==> src/rtl/cpu_core.sv <==
`timescale 1ns/1ps
// cpu_core: WIDTH-bit accumulator CPU with carry/zero flags, conditional
// jumps, store, and a req/ack memory port that tolerates wait states.
// All memory-port outputs decode from registered state only, so mem_ack and
// mem_rdata never reach an output combinationally.
module cpu_core #(
  parameter int WIDTH = 8
) (
  input  logic             clk,
  input  logic             reset,
  output logic             mem_req,
  output logic             mem_we,
  output logic [WIDTH-1:0] mem_addr,
  output logic [WIDTH-1:0] mem_wdata,
  input  logic [WIDTH-1:0] mem_rdata,
  input  logic             mem_ack,
  output logic [WIDTH-1:0] out_data,
  output logic             out_valid,
  output logic             halted,
  output logic [WIDTH-1:0] pc,
  output logic [WIDTH-1:0] acc,
  output logic             flag_c,
  output logic             flag_z
);

  typedef enum logic [2:0] {
    ST_START,
    ST_FETCH,
    ST_DECODE,
    ST_ARG,
    ST_EXEC,
    ST_MEMRD,
    ST_MEMWR,
    ST_HALT
  } state_t;

  localparam logic [3:0] OP_LDA = 4'd1;
  localparam logic [3:0] OP_ADD = 4'd2;
  localparam logic [3:0] OP_SUB = 4'd3;
  localparam logic [3:0] OP_STA = 4'd4;
  localparam logic [3:0] OP_LDI = 4'd5;
  localparam logic [3:0] OP_JMP = 4'd6;
  localparam logic [3:0] OP_JC  = 4'd7;
  localparam logic [3:0] OP_JZ  = 4'd8;
  localparam logic [3:0] OP_OUT = 4'd9;
  localparam logic [3:0] OP_HLT = 4'd10;

  localparam logic [WIDTH-1:0] PC_STEP = WIDTH'(1);

  state_t           state_reg, state_next;
  logic [WIDTH-1:0] pc_reg, pc_next;
  logic [WIDTH-1:0] acc_reg, acc_next;
  logic [3:0]       ir_reg, ir_next;     // only the opcode field is ever used
  logic [WIDTH-1:0] opr_reg, opr_next;
  logic             c_reg, c_next;
  logic             z_reg, z_next;
  logic [WIDTH-1:0] out_data_reg, out_data_next;
  logic             out_valid_reg, out_valid_next;

  logic [WIDTH:0]   add_sum;
  logic [WIDTH-1:0] sub_diff;

  assign add_sum  = {1'b0, acc_reg} + {1'b0, mem_rdata};
  assign sub_diff = acc_reg - mem_rdata;

  // State and architectural registers; reset returns everything to idle.
  always_ff @(posedge clk or posedge reset) begin
    if (reset) begin
      state_reg     <= ST_START;
      pc_reg        <= '0;
      acc_reg       <= '0;
      ir_reg        <= '0;
      opr_reg       <= '0;
      c_reg         <= 1'b0;
      z_reg         <= 1'b0;
      out_data_reg  <= '0;
      out_valid_reg <= 1'b0;
    end else begin
      state_reg     <= state_next;
      pc_reg        <= pc_next;
      acc_reg       <= acc_next;
      ir_reg        <= ir_next;
      opr_reg       <= opr_next;
      c_reg         <= c_next;
      z_reg         <= z_next;
      out_data_reg  <= out_data_next;
      out_valid_reg <= out_valid_next;
    end
  end

  // Next-state and datapath updates; everything holds unless a state acts.
  always_comb begin
    state_next     = state_reg;
    pc_next        = pc_reg;
    acc_next       = acc_reg;
    ir_next        = ir_reg;
    opr_next       = opr_reg;
    c_next         = c_reg;
    z_next         = z_reg;
    out_data_next  = out_data_reg;
    out_valid_next = 1'b0;

    case (state_reg)
      ST_START: state_next = ST_FETCH;

      ST_FETCH: begin
        if (mem_ack) begin
          ir_next    = mem_rdata[3:0];
          pc_next    = pc_reg + PC_STEP;
          state_next = ST_DECODE;
        end
      end

      ST_DECODE: begin
        case (ir_reg)
          OP_OUT: begin
            out_data_next  = acc_reg;
            out_valid_next = 1'b1;
            state_next     = ST_FETCH;
          end
          OP_HLT: state_next = ST_HALT;
          OP_LDA, OP_ADD, OP_SUB, OP_STA,
          OP_LDI, OP_JMP, OP_JC, OP_JZ: state_next = ST_ARG;
          default: state_next = ST_FETCH;
        endcase
      end

      ST_ARG: begin
        if (mem_ack) begin
          opr_next   = mem_rdata;
          pc_next    = pc_reg + PC_STEP;
          state_next = ST_EXEC;
        end
      end

      ST_EXEC: begin
        state_next = ST_FETCH;
        case (ir_reg)
          OP_LDI: acc_next = opr_reg;
          OP_JMP: pc_next = opr_reg;
          OP_JC:  if (c_reg) pc_next = opr_reg;
          OP_JZ:  if (z_reg) pc_next = opr_reg;
          OP_LDA, OP_ADD, OP_SUB: state_next = ST_MEMRD;
          OP_STA: state_next = ST_MEMWR;
          default: state_next = ST_FETCH;
        endcase
      end

      ST_MEMRD: begin
        if (mem_ack) begin
          state_next = ST_FETCH;
          case (ir_reg)
            OP_ADD: begin
              acc_next = add_sum[WIDTH-1:0];
              c_next   = add_sum[WIDTH];
              z_next   = (add_sum[WIDTH-1:0] == '0);
            end
            OP_SUB: begin
              acc_next = sub_diff;
              c_next   = (acc_reg >= mem_rdata);
              z_next   = (sub_diff == '0);
            end
            default: begin
              acc_next = mem_rdata;
              z_next   = (mem_rdata == '0);
            end
          endcase
        end
      end

      ST_MEMWR: begin
        if (mem_ack) state_next = ST_FETCH;
      end

      ST_HALT: state_next = ST_HALT;

      default: state_next = ST_START;
    endcase
  end

  // Memory port decoded purely from registered state.
  assign mem_req   = (state_reg == ST_FETCH) || (state_reg == ST_ARG) ||
                     (state_reg == ST_MEMRD) || (state_reg == ST_MEMWR);
  assign mem_we    = (state_reg == ST_MEMWR);
  assign mem_addr  = ((state_reg == ST_MEMRD) || (state_reg == ST_MEMWR)) ? opr_reg : pc_reg;
  assign mem_wdata = acc_reg;

  assign out_data  = out_data_reg;
  assign out_valid = out_valid_reg;
  assign halted    = (state_reg == ST_HALT);
  assign pc        = pc_reg;
  assign acc       = acc_reg;
  assign flag_c    = c_reg;
  assign flag_z    = z_reg;

endmodule
==> config.mk <==
export PLATFORM = sky130hd
export DESIGN_NAME = cpu_core
export DESIGN_NICKNAME = d
export VERILOG_FILES = /design/src/rtl/cpu_core.sv
export SDC_FILE = /design/constraint.sdc
export NUM_CORES = 1
export LEC_CHECK = 0
export ABC_AREA = 1
export BUFFER_PORTS_ARGS = -buffer_cell sky130_fd_sc_hd__buf_2
export CAP_MARGIN = 10
export CORE_UTILIZATION = 35
export CTS_CLUSTER_SIZE = 10
export DETAILED_ROUTE_END_ITERATION = 10
export SETUP_SLACK_MARGIN = 0.1
export SKIP_CTS_REPAIR_TIMING = 1
export SLEW_MARGIN = 20
export SYNTH_ARGS = -nofsm -noshare
export SYNTH_HDL_FRONTEND = slang
export SYNTH_SLANG_ARGS = --single-unit
==> constraint.sdc <==
create_clock -name clk -period 2.17 [get_ports clk]
set_input_delay 0.1085 -clock clk [delete_from_list [all_inputs] [get_ports clk]]
set_output_delay 0.1085 -clock clk [all_outputs]
set_load 0.01 [all_outputs]
== Yosys cells after proc, flatten, opt, wreduce, memory -nomap -nowiden ==
Index checks and enable logic that the tools add are counted.

* $add $sub $neg: 3
* Order comparisons: 1
* Equality and inequality tests: 26
* Muxes and demuxes: 20
* Reductions and logical operators: 23

{| class="wikitable"
|+ Operator list
! cell !! number
|-
| $mux 8 || 6
|-
| $pmux 8 s2 || 3
|-
| $logic_not 8->1 || 3
|-
| $pmux 8 s3 || 1
|-
| $pmux 3 s7 || 1
|-
| $eq 4x3->1 const B || 4
|-
| $eq 3x3->1 const B || 4
|-
| $eq 4x4->1 const B || 3
|-
| $pmux 3 s2 || 2
|-
| $add 8x8->9 || 1
|-
| $mux 3 || 3
|-
| $reduce_and 3->1 || 3
|-
| $add 8x1->8 const B || 1
|-
| $eq 4x2->1 const B || 2
|-
| $ge 8x8->1 || 1
|-
| $reduce_and 2->1 || 4
|-
| $reduce_or 8->1 || 1
|-
| $sub 8x8->8 || 1
|-
| $eq 3x2->1 const B || 2
|-
| $ne 2x1->1 const B || 3
|-
| $ne 2x2->1 const B || 3
|-
| $ne 3x3->1 const B || 2
|-
| $reduce_bool 2->1 || 3
|-
| $reduce_and 5->1 || 1
|-
| other kinds (9) || 15
|}

* Register bits: 42
* Bits of input ports: 11
* Output and inout port bits: 46
* Logic and storage cells: 82

== Longest topological paths before layout ==
Gate-level depths: netlist (run 1).

* Depth after elaboration: 4
* Depth in mapped cells: 14
* Depth with buffers taken out: 14

== Worst setup path after synthesis (run 1) ==
No wires, ideal clock.

* Path type: register -> register
* From: register acc_reg[0], in the netlist acc[0]
* To: register z_reg, in the netlist flag_z
* Setup time: 0.071 ns
* Arrival time: 1.776 ns
* Required time: 2.099 ns
* Setup slack: 0.323 ns
* Cell stages (with the launch flop): 14
* Path buffers: 0
* Clock period less this slack: 1.847 ns
* Cells stage by stage: dfrtp_1 > inv_1 > ha_1 > inv_1 > fa_1 > nor2_1 > nand3_1 > nor2_1 > nand3_1 > nor2_1 > nand3_1 > nand2_1 > nor2_1 > nor2_1

* Word-level cells in the longest chain between the ends: 3
* Elaborated cells between the ends (all ways): 5
* Classes of those cells: 2 x add/sub; 1 x mux; 2 x reduce/logical

{| class="wikitable"
|+ RTL lines
! element !! line !! text
|-
| start, declared || 52 || <nowiki>logic [WIDTH-1:0] acc_reg, acc_next;</nowiki>
|-
| start signal, assigned || 81 || <nowiki>acc_reg <= acc_next;</nowiki>
|-
| $sub 8x8->8 or $add 8x8->9 (tied branches) || 64, 63 ||
|-
| $logic_not 8->1, on equally long branches || 161, 156 ||
|-
| $pmux 1 s2 * || 152 || <nowiki>case (ir_reg)</nowiki>
|-
| end signal, assigned || 85 || <nowiki>z_reg <= z_next;</nowiki>
|-
| end, declared || 56 || <nowiki>logic z_reg, z_next;</nowiki>
|}

Mark *: on every way between the ends. The rest lies on a longest branch, timed or not.
A chain may end at the register's enable or synchronous reset.

== Final worst setup path (run 1) ==
Same ends and word-level chain as after synthesis.

==> impl_metrics.tcl, run 1 <==
set metrics [dict create \
    cts_num_sinks 42 \
    nets 547 \
    setup.worst_path.start_class "flip-flop" \
    cts_made_buffers 5 \
    status "complete, but fails checks" \
    post-place-ws_ns 0.2153 \
    end_kind "flip-flop" \
    dr.pass1.iters 8 \
    syn_inst 453 \
    synth_most_common_cell "nand2_1" \
    p_leak_nw 1.961 \
    tightest_slew_ns 0.5447 \
    synth_area_leaders "dfrtp_1 (34%), nand2_1 (15%), ha_1 (7.2%)" \
    wire_per_inst_microns 13.58 \
    wl_microns 8488 \
    start_util 0.3581 \
    hold_class "primary input to flip-flop" \
    synth_edf_count 0 \
    max_freq_mhz 516.5 \
    vias_per_cell 5.029 \
    setup_viol 0 \
    setup_tns_ns 0 \
    grt_pass1_vias 2832 \
    drive_gt1_frac 0.2128 \
    peakVddDrop_uv 383.7 \
    worstSkewPairLatency_ns 0.29 \
    yosysWarningCount 0 \
    worst_ep_arrival_time_ns 2.17 \
    path_max_fanout 3 \
    row_count 34 \
    drcViolationCount 1 \
    postRouteAntennaNets 0 \
    dieHeight_microns 96.24 \
    grt_max_degree 43 \
    drv_cap 0 \
    fillers 905 \
    setup_ws_ns 0.2340 \
    critPathKind "flip-flop to flip-flop" \
    p_per_area_mw_per_mm2 1365 \
    slew_headroom 0.6359 \
    die_area_sq_mm 0.009261 \
    synth.distinct_cells 37 \
    ys_seq_area_frac 0.3382 \
    portBuffers 56 \
    drv_slew 0 \
    h-tree-depth 2 \
    crit_required_ns 2.40 \
    synthesis.area_sq_mm 0.003108 \
    overflow 0 \
    dr_total_vias 3143 \
    worst-r2r-cell-count 13 \
    ff2ff_setup_slack_ns 0.23 \
    grt_pass1_wl_microns 13850 \
    fp.dieW_microns 96.24 \
    async_flop_share 1.000 \
    pin_count 57 \
    synth_top_area_share 0.3382 \
    path_clk_slew_ns 0.09 \
    synth_common_cells "nand2_1 (122), inv_1 (51), nor2_1 (43)" \
    synthFlopType "dfrtp_1" \
    rsz0062_at_grt "yes" \
    cts.path.max_buffers 2 \
    hpwl_microns 6566 \
    area_growth_syn_to_layout_pct 18.16 \
    avgSynthCellArea_sq_um 6.861 \
    diodes 0 \
    root_buffer "clkbuf_8" \
    cts_tree "yes" \
    syn-num-nets 484 \
    synth_top_cell_by_area "dfrtp_1" \
    gp_routability_congestion 0.8588 \
    failed_checks "design-rule violations" \
    finalCritPeriodShare 0.8922 \
    coreArea_sq_mm 0.008678 \
    antenna_found_initial 0 \
    period_minus_slack_ns 1.936 \
    grtUsageTotal 0.1927 \
    finalPower_mw 5.014 \
    finClkSkew_ns 0.01222 \
    ys_seq_elements 42 \
    holdPathStages 2 \
    drt_iter0_markers 238 \
    hold_violations 0 \
]
## report_power, final
part / internal (mW) / total, mW / switching, mW
Combinational: 1.12 / 2.91 / 1.80
Clock: 0.344 / 0.629 / 0.285
Sequential: 1.11 / 1.47 / 0.364
## worst paths after layout
check / end / from
max in group asynchronous: acc[1] / reset
max: flag_z / acc[0]
min: state_reg[2] / mem_ack
max reg2reg: flag_z / acc[0]
min in group asynchronous: out_data[4] / reset
min reg2reg: out_data[6] / out_data[6]
## cells in the final DEF, fill, tap and decap left out, types with 2 or more instances in the layout
cell,instances
a21oi_1,20
a31oi_1,2
buf_2,56
buf_4,16
clkbuf_8,5
dfrtp_1,41
ha_1,16
ha_2,2
inv_1,49
inv_2,14
nand2_1,122
nand2_4,2
nand3_1,33
nand4_1,4
nor2_1,43
nor2_2,2
nor3_2,3
nor4_1,2
o211ai_1,2
o21ai_0,32
o21ai_1,20
o22ai_1,6
o31ai_1,2
xor2_1,3
## layer usage
| layer | share of wire | GRT usage |
|---|---|---|
| met5 | 0 | 0 |
| met4 | 0.0065 | 0.03731 |
| met3 | 0.049 | 0.02370 |
| met1 | 0.50 | 0.2789 |
| met2 | 0.45 | 0.3067 |
## cell families (layout without fill, tap and decap cells)
kind of cell,Yosys count,in the layout,share of synthesized area
buffers and inverters,81,145,0.1119
and+or+nand+nor,216,216,0.2959
DFF,42,42,0.3382
AOI/OAI and AO/OA,91,91,0.1602
adders and majority gates,20,20,0.08535
xor gates and xnor gates,3,3,0.008456
## stage by stage
stage          hold WS [ns]    util  std cells  cell area (sq um)
6_report            0.05186  0.4232        625               3672
5_1_grt             0.05361  0.4232        625               3672
4_1_cts            -0.04351  0.4144        617               3596
3_5_place_dp         0.2807  0.4017        609               3486
3_3_place_gp         0.2850  0.4017        609               3486
2_1_floorplan        0.1992       -        453               3108
## worst max-delay path, cell delays in order, from the launching register on
cell and delay (ns):
dfrtp_1 0.42, ha_1 0.23, fa_1 0.41, inv_1 0.07
nand2_1 0.04, nand2_1 0.09, nand3_1 0.08, nor2_1 0.11
nand2_1 0.06, nor2_1 0.08, nand3_1 0.07, nor2_1 0.08
nor2_1 0.05, nor2_1 0.07
## cell type report
| cell class | instances | area [sq um] | area share |
|---|---|---|---|
| flip-flops and latches | 42 | 1052 | 0.2865 |
| inverters | 64 | 242.7 | 0.06610 |
| well taps | 108 | 135.1 | 0.03680 |
| repair buffers | 73 | 410.4 | 0.1118 |
| multi-input cells | 330 | 1722 | 0.4688 |
| clock buffers | 6 | 72.57 | 0.01976 |
| clock inverters | 2 | 37.54 | 0.01022 |
No activity file was read; power rests on OpenSTA's default activity.
==> inputs of run 2 (changes only) <==
- BUFFER_PORTS_ARGS: -buffer_cell sky130_fd_sc_hd__buf_2 -> unset
- DONT_BUFFER_PORTS: unset -> 1
==> run 2 against run 1 <==
  * The run ends with negative hold slack left
  * Setup slack got worse by 0.062 ns
  * Clock skew fell by 0.0043 ns
  * Maximum frequency fell by 3.1%
  * Cell count fell by 9.0%
  * Core utilization fell by 3.1 points
  * Global-route usage barely moved
  * Non-clock buffer count fell by 56
  * Highest routed layer unchanged
==> impl_metrics.tcl, run 2 (synthesis results as in run 1) <==
set metrics [dict create \
    hold_class "primary input to flip-flop" \
    dr_total_vias 2931 \
    area_growth_syn_to_layout_pct 9.541 \
    drcViolationCount 0 \
    ff2ff_setup_slack_ns 0.17 \
    period_minus_slack_ns 1.998 \
    wl_microns 8339 \
    max_freq_mhz 500.6 \
    h-tree-depth 2 \
    drv_cap 0 \
    grt_pass1_vias 2776 \
    failed_checks "negative hold slack" \
    nets 491 \
    p_leak_nw 1.703 \
    worstSkewPairLatency_ns 0.30 \
    dr.pass1.iters 5 \
    place_area_sq_mm 0.003236 \
    cts_tree "yes" \
    finalPower_mw 4.672 \
    hold_slack_ns -0.02941 \
    hold_violations 2 \
    setup_viol 0 \
    cts.path.max_buffers 2 \
    post-route-util 0.3923 \
    diodes 0 \
    root_buffer "clkbuf_8" \
    coreArea_sq_mm 0.008678 \
    wire_per_inst_microns 14.66 \
    peakVddDrop_uv 349.6 \
    slew_headroom 0.6312 \
    end_kind "flip-flop" \
    finalCritPeriodShare 0.9206 \
    row_count 34 \
    final_common_cell "nand2_1" \
    start_util 0.3581 \
    reg2reg_from "acc[0]" \
    status "complete, but fails checks" \
    cts_num_sinks 42 \
    holdPathStages 2 \
    post-place-ws_ns 0.1429 \
    worst-r2r-cell-count 13 \
    p_per_area_mw_per_mm2 1372 \
    fp.dieW_microns 96.24 \
    min_from "mem_rdata[0]" \
    postRouteAntennaNets 0 \
    min_to "opr_reg[0]" \
    gp_routability_congestion 0.8814 \
    fin_cells 569 \
    antenna_found_initial 0 \
    vias_per_cell 5.151 \
    grt_pass1_wl_microns 13630 \
    drive_gt1_frac 0.1193 \
    grtUsageTotal 0.1923 \
    pin_count 57 \
    dieHeight_microns 96.24 \
    fin_area_sq_mm 0.003405 \
    final_cell_mix "nand2_1 (122), inv_1 (49), nor2_1 (42)" \
    drv_slew 0 \
    numPlacedInstances 557 \
    critPathKind "flip-flop to flip-flop" \
    cts_made_buffers 5 \
    portBuffers 0 \
    worstReg2RegEnd "flag_z" \
    die_area_sq_mm 0.009261 \
    crit_required_ns 2.41 \
    path_max_fanout 3 \
    finClkSkew_ns 0.007934 \
    tightest_slew_ns 0.5516 \
    setup_tns_ns 0 \
    setup_ws_ns 0.1722 \
    grt_max_degree 43 \
    overflow 0 \
    worst_ep_arrival_time_ns 2.23 \
    drt_iter0_markers 189 \
    path_clk_slew_ns 0.08 \
    setup.worst_path.start_class "flip-flop" \
    rsz0062_at_grt "yes" \
    hpwl_microns 6491 \
]
run 2: worst max path at each step:
stage / startpoint / endpoint / slack (ns) / cells after the start
after floorplan: acc[0] / flag_z / 0.32 / 13
after global placement: acc[0] / flag_z / 0.19 / 13
after detailed placement: acc[0] / flag_z / 0.14 / 13
after CTS: acc[0] / flag_z / 0.13 / 13
after global routing: acc[0] / flag_z / 0.05 / 12
final: acc[0] / flag_z / 0.17 / 13
run 2: final cells by class:
cell class              count  area [sq um]
clock buffers               6         72.57
clock inverters             2         37.54
fillers                   917          5274
inverters                  64         242.7
multi-input cells         330          1729
flip-flops and latches     42          1052
well taps                 108         135.1
repair buffers             17         135.1
run 2: routing by layer:
layer | share of wire | GRT usage | vias to the layer above
met2 | 0.43 | 0.3014 | 92
li1 | - | - | 1480
met5 | 0 | 0 | -
met4 | 0.017 | 0.06592 | 0
met3 | 0.073 | 0.03712 | 13
met1 | 0.48 | 0.2627 | 1346
run 2: power by group:
part	internal (mW)	total (mW)	switching (mW)
combinational	0.857	2.50	1.64
sequential	1.11	1.55	0.446
clock	0.343	0.618	0.274
total	2.31	4.67	2.36
run 2: worst max-delay path, cell delays in order (launching register included):
cell and delay (ns):
dfrtp_1 0.41, ha_1 0.24, fa_2 0.37, inv_1 0.06
nand2_1 0.04, nand2_1 0.11, nand3_1 0.08, nor2_1 0.13
nand2_1 0.06, nor2_1 0.11, nand3_1 0.08, nor2_1 0.10
nor2_1 0.06, nor2_1 0.08
